## src/rtl/hack_pc_sequencer.sv

```systemverilog
// HACK CPU fetch/branch sequencer: owns the PC, fetches over req/ack, holds the
// instruction for execute, and picks the next PC. Optional: HACK_PC_SELF_LOOP_HALT_EN.
module hack_pc_sequencer #(
  parameter int            PC_W     = 16,
  parameter logic [PC_W-1:0] RESET_PC = '0
) (
  input  logic            clk,
  input  logic            rst_n,
  input  logic            run,
  output logic            imem_req,
  output logic [PC_W-1:0] imem_addr,
  input  logic            imem_ack,
  input  logic [15:0]     imem_data,
  output logic            instr_valid,
  output logic [15:0]     instr,
  input  logic            instr_ready,
  input  logic [PC_W-1:0] a_reg,
  input  logic            zr,
  input  logic            ng,
  input  logic            halt_req,
  output logic [PC_W-1:0] pc,
  output logic            halted
);

  typedef enum logic [1:0] {IDLE, FETCH, HOLD, HALT} state_t;

  state_t          state, state_nxt;
  logic            boundary;
  logic            jump_take;
  logic            self_loop;
  logic [PC_W-1:0] pc_nxt;

  // Branch decision uses only the held instruction and the flags of this cycle.
  always_comb begin
    boundary  = (state == HOLD) && instr_ready;
    jump_take = instr[15] & ((instr[2] & ng) | (instr[1] & zr) | (instr[0] & ~ng & ~zr));
    pc_nxt    = jump_take ? a_reg : pc + PC_W'(1);
`ifdef HACK_PC_SELF_LOOP_HALT_EN
    self_loop = jump_take && (a_reg == pc);
`else
    self_loop = 1'b0;
`endif
  end

  // NOTE: reset is synchronous, so it lives inside the clocked block and wins
  // over every other update, including an ack arriving in the same cycle.
  always_ff @(posedge clk) begin
    if (!rst_n) state <= IDLE;
    else        state <= state_nxt;
  end

  // NOTE: every signal assigned here gets a default first, so no latch is inferred.
  always_comb begin
    state_nxt = state;
    case (state)
      IDLE:  if (run)      state_nxt = FETCH;
      FETCH: if (imem_ack) state_nxt = HOLD;
      HOLD:  if (instr_ready) state_nxt = (halt_req || self_loop) ? HALT : FETCH;
      HALT:  state_nxt = HALT;
      default: state_nxt = IDLE;
    endcase
  end

  // NOTE: sequential state uses non-blocking assignments only.
  always_ff @(posedge clk) begin
    if (!rst_n) begin
      pc    <= RESET_PC;
      instr <= '0;
    end else begin
      if (state == FETCH && imem_ack) instr <= imem_data;
      if (boundary)                   pc    <= pc_nxt;
    end
  end

  always_comb begin
    imem_req    = (state == FETCH);
    instr_valid = (state == HOLD);
    halted      = (state == HALT);
    imem_addr   = pc;
  end

endmodule

```

## config.mk

```make
export PLATFORM = sky130hd
export DESIGN_NAME = hack_pc_sequencer
export DESIGN_NICKNAME = d
export VERILOG_FILES = /design/src/rtl/hack_pc_sequencer.sv
export SDC_FILE = /design/constraint.sdc
export NUM_CORES = 1
export LEC_CHECK = 0
export CORE_MARGIN = 1.5
export CORE_UTILIZATION = 35
export CTS_CLUSTER_SIZE = 16
export DETAILED_ROUTE_END_ITERATION = 7
export PLACE_DENSITY_LB_ADDON = 0.08
export SLEW_MARGIN = 20
export SYNTH_ARGS = -nofsm -noshare
export SYNTH_HDL_FRONTEND = slang
export SYNTH_SLANG_ARGS = --single-unit
```

## constraint.sdc

```tcl
create_clock -name clk -period 2.3 [get_ports clk]
set_clock_uncertainty 0.05 [all_clocks]
set_input_delay 0.46 -clock clk [delete_from_list [all_inputs] [get_ports clk]]
set_output_delay 0.46 -clock clk [all_outputs]
set_load 0.005 [all_outputs]
```

# == After elaboration in Yosys (flattened, before gate mapping) ==
# Index checks and enable logic that the tools add are counted.
# word_totals
reg_bits,34
wordCells,29
in_bits,40
# classes
reduce_logical,4
eq_ne,6
muxes,6
bitwise,9
add_sub_neg,1
# op_table
cell,count
"adder 16 x 1 -> 16 bit, second input constant",1
two-way mux 16 bit,1
two-way mux 2 bit,4
one-hot mux 2 bit (4 select lines),1
AND 1 bit,5
"equality test 2 bit, second input constant",2
"inequality test 2 x 1 -> 1 bit, second input constant",2
AND reduction 3 bit,1
"equality test 2 x 1 -> 1 bit, second input constant",1
logical AND 1 bit,2
logical NOT 2 bit,1
"inequality test 2 bit, second input constant",1
NOT 1 bit,2
bitwise OR 1 bit,2

# == Logic depth before layout (Yosys ltp) ==
# logic_depth
ltp_word,6
mapped_depth,6
ltp_nobuf,5

# == Least setup slack after synthesis ==
# No wires, ideal clock.
# synth_path
path_kind,reg-to-reg
start,"register pc[0], in the netlist imem_addr[0]"
end,"register pc[14], in the netlist imem_addr[14]"
setup_time_ps,74
synth_period_minus_slack_ps,1924
t_arrival_ps,1800
t_required_ps,2176
stages_incl_launch_ff,6
setup_slack_ps,376
path_cell_list,dfxtp_1 -> ha_1 -> nand3_1 -> or4_1 -> or4b_1 -> a31oi_1
# synth_between
elab_chain_len,2
# synth_lines
item,line_no,source
"start, declared",21,"output logic [PC_W-1:0] pc,"
"start signal, assigned",71,if (boundary) pc <= pc_nxt;
adder 16 x 1 -> 16 bit,37,pc_nxt = jump_take ? a_reg : pc + PC_W'(1);
two-way mux 16 bit,37,
# No other way between the ends.
# A chain may end at the register's enable or synchronous reset.

# == Final worst setup path ==
# layout_path
start,"register pc[1], in the netlist imem_addr[1]"
end,"register pc[14], in the netlist imem_addr[14]"
# Same word-level chain as after synthesis.

==> run_results.csv <==
group,metric,value,unit
status,status,"finished, final reports clean",
final_layout,area_growth,55.9,%
clocking,path_clk_slew,0.08,ns
clocking,cts_tree,"done",
yosys,ys_types,38,
timing,fmax,489,MHz
timing,hold_viol_final,0,
global_route,grt-ovfl-total,0,
yosys,ys.flop_type,"dfxtp_1",
global_route,grt_antenna_before_repair,0,
critical_path,reg2reg_depth,5,
detailed_routing,num_vias,1949,
yosys,syn_area_per_cell,7.70,um2
global_route,grt_use_total,19.0,%
detailed_routing,route.detailed.wl_per_inst,13.1,um
timing,slew_headroom,64.3,%
global_route,grt_pass1_vias,1775,
global_route,grt_max_degree,23,
timing,setup_tns,0,ns
timing,setup_ws,0.254,ns
critical_path,crit_type,"register to register",
clocking,holdBufCountCts,0,
clocking,numClockSinks,34,
final_layout,nNetsFinal,360,
placed_design,placed_cell_area,0.00274,mm2
placed_design,post-dp-hpwl,3740,um
timing,final_max_slew_viol_count,0,
die,die_area,0.00563,mm2
yosys,synth_top_family_by_area,"simple AND/OR/NAND/NOR gates",
clocking,clock_latency,0.29,ns
yosys,synth_common_cells,"52 x nand2_1, 34 x dfxtp_1, 29 x a21oi_1",
clocking,cts_max_level,2,
clocking,clockBufferDepth,2,
detailed_routing,drt_wl_total,5100,um
critical_path,arrival,2.21,ns
critical_path,crit_chain,"ha_1, nand3_1, or4_1, or4b_1, a31oi_1",
critical_path,path_buf_inv,0,
critical_path,end_kind,"register",
timing,rsz0062_at_grt,"no",
clocking,cts_buffers,5,
power_and_ir_drop,ir_worst_vdd,0.331,mV
placed_design,post-place-ws,0.155,ns
timing,report.final.setup_viol,0,
detailed_routing,drc,0,
yosys,synth_cells,236,
yosys,synth_edf_count,0,
yosys,synth_nets,277,
global_route,globalRouteMet3Util,6.16,%
yosys,synth_top_area_share,37.5,%
die,die_x,75.0,um
die,start_util,36.0,%
yosys,synth_seq_cells,34,
yosys,synth_compound_area_share,17.4,%
yosys,yosys.area_share.simple,26.7,%
die,rows,26,
yosys,yosysSeqAreaShare,37.5,%
global_route,grt_use_met2,31.8,%
yosys,yosysWarnings,0,
critical_path,startpoint,"imem_addr[1]",
critical_path,crit_path_end,"imem_addr[14]",
run,maxCapViolations,0,
power_and_ir_drop,leakage,1.01,nW
yosys,yosysTopAreaCell,"dfxtp_1",
global_route,grt_first_pass_wirelength,8260,um
timing,tightest_slew,0.534,ns
die,core,0.00504,mm2
critical_path,critPathMaxFanout,6,
critical_path,required,2.47,ns
critical_path,crit_family,"simple AND/OR/NAND/NOR gates",
power_and_ir_drop,powerDensity,450,mW/mm2
global_route,busiest_layer,"met2",
yosys,async_flop_share,0,%
yosys,yosysMostFrequentCell,"nand2_1",
critical_path,critical_path.max_stage_delay,0.55,ns
critical_path,reg2reg_from,"imem_addr[1]",
clocking,cts_setup_buffers,0,
critical_path,critPathSlowestCell,"or4_1",
yosys,netlist_area,0.00182,mm2
yosys,muxShareOfSynthArea,6.61,%
yosys,synthAdderAreaFrac,0.689,%
hold_path,worstHoldPathType,"register to register",
die,ioPinCount,91,
clocking,cts-root-buf,"clkbuf_8",
detailed_routing,drt_iter0_drc,146,
critical_path,r2r_end,"imem_addr[14]",
timing,fin_crit_sh,89.0,%
final_layout,n_antenna_cell,0,
critical_path,r2r_slack,0.25,ns
timing,period_minus_slack,2.05,ns
final_layout,fin_area,0.00283,mm2
global_route,grt.met1_usage,23.7,%
placed_design,place_congestion,0.779,
die,fp.dieH,75.0,um
critical_path,cp_num_cells,5,
clocking,ctsResizeCount,0,
detailed_routing,routed_via_density,5.00,
critical_path,start_kind,"register",
placed_design,port_buffers,90,
final_layout,drive_gt1_share,8.13,%
detailed_routing,dr.pass1.iters,4,
yosys,synthXorXnorAreaFrac,0,%
yosys,yosys-top-cells-area,"dfxtp_1 37%, nand2_1 11%, a21oi_1 8.0%, mux2i_1 6.6%, buf_4 6.6%",
detailed_routing,ant_nets,0,
-- report_power, final --
part	internal (mW)	switching, mW	total [mW]
clock	0.241	0.228	0.469
sequential	0.606	0.0139	0.620
combinational	0.116	0.0678	0.184
-- metal layers --
layer,vias to the layer above,wire length [um]
met5,-,0
met4,0,34
met3,4,356
met2,68,2420
met1,891,2290
li1,986,-
-- registers in the layout, indices dropped and copies added, names as in the netlist --
signal     cells
instr         16
state          2
imem_addr     16
-- metrics by stage --
| stage | power, mW | cells | hold WS (ns) | utilization [%] |
|---|---|---|---|---|
| 3_3_place_gp | 0.819 | 382 | 0.391 | 54.3 |
| 4_1_cts | 1.29 | 390 | 0.406 | 56.2 |
| 5_1_grt | 1.33 | 390 | 0.420 | 56.2 |
| 3_5_place_dp | 0.820 | 382 | 0.396 | 54.3 |
| 2_1_floorplan | 0.693 | 236 | 0.403 | - |
| 6_report | 1.27 | 390 | 0.404 | 56.2 |
-- cell type report --
cell class	count	area [um2]
inverters	5	18.8
repair buffers	105	1010
clock inverters	2	12.5
flip-flops and latches	34	681
multi-input cells	168	937
clock buffers	6	82.6
fillers	491	2210
well taps	70	87.6
-- cells by family after synthesis --
logic type,count (synthesis)
AO/OA/AOI/OAI,54
adder cells (fa/ha/maj),1
buffers and inverters,34
flip-flops,34
multiplexers,12
AND/OR/NAND/NOR,101
-- how the worst min path moves through the flow --
stage,from,cells past startpoint,endpoint
2_1_floorplan,instr[10],2,instr[10]
3_3_place_gp,instr[4],2,instr[4]
3_5_place_dp,instr[10],2,instr[10]
4_1_cts,instr[10],2,instr[10]
5_1_grt,instr[4],2,instr[4]
6_report,instr[10],2,instr[10]
-- cells in the final DEF (no fill, tap or decap), types with 5 or more instances in the layout --
master | netlist | layout
nand2_1 | 52 | 52
nor4_1 | 6 | 6
inv_1 | 5 | 5
o22ai_1 | 10 | 10
clkbuf_8 | 0 | 6
clkdlybuf4s50_1 | 0 | 90
nand3_1 | 6 | 6
buf_4 | 16 | 15
nor2_1 | 7 | 7
mux2i_1 | 12 | 12
a21oi_1 | 29 | 29
dfxtp_1 | 34 | 34
nand4_1 | 7 | 7
-- worst reg2reg max path: cells and delay by family (launching register included) --
kind	cells	cell delay, ns
AOI/OAI and AO/OA	1	0.16
DFF	1	0.43
adders and majority gates	1	0.20
and+or+nand+nor	3	1.13
No activity file was read; power rests on OpenSTA's default activity.
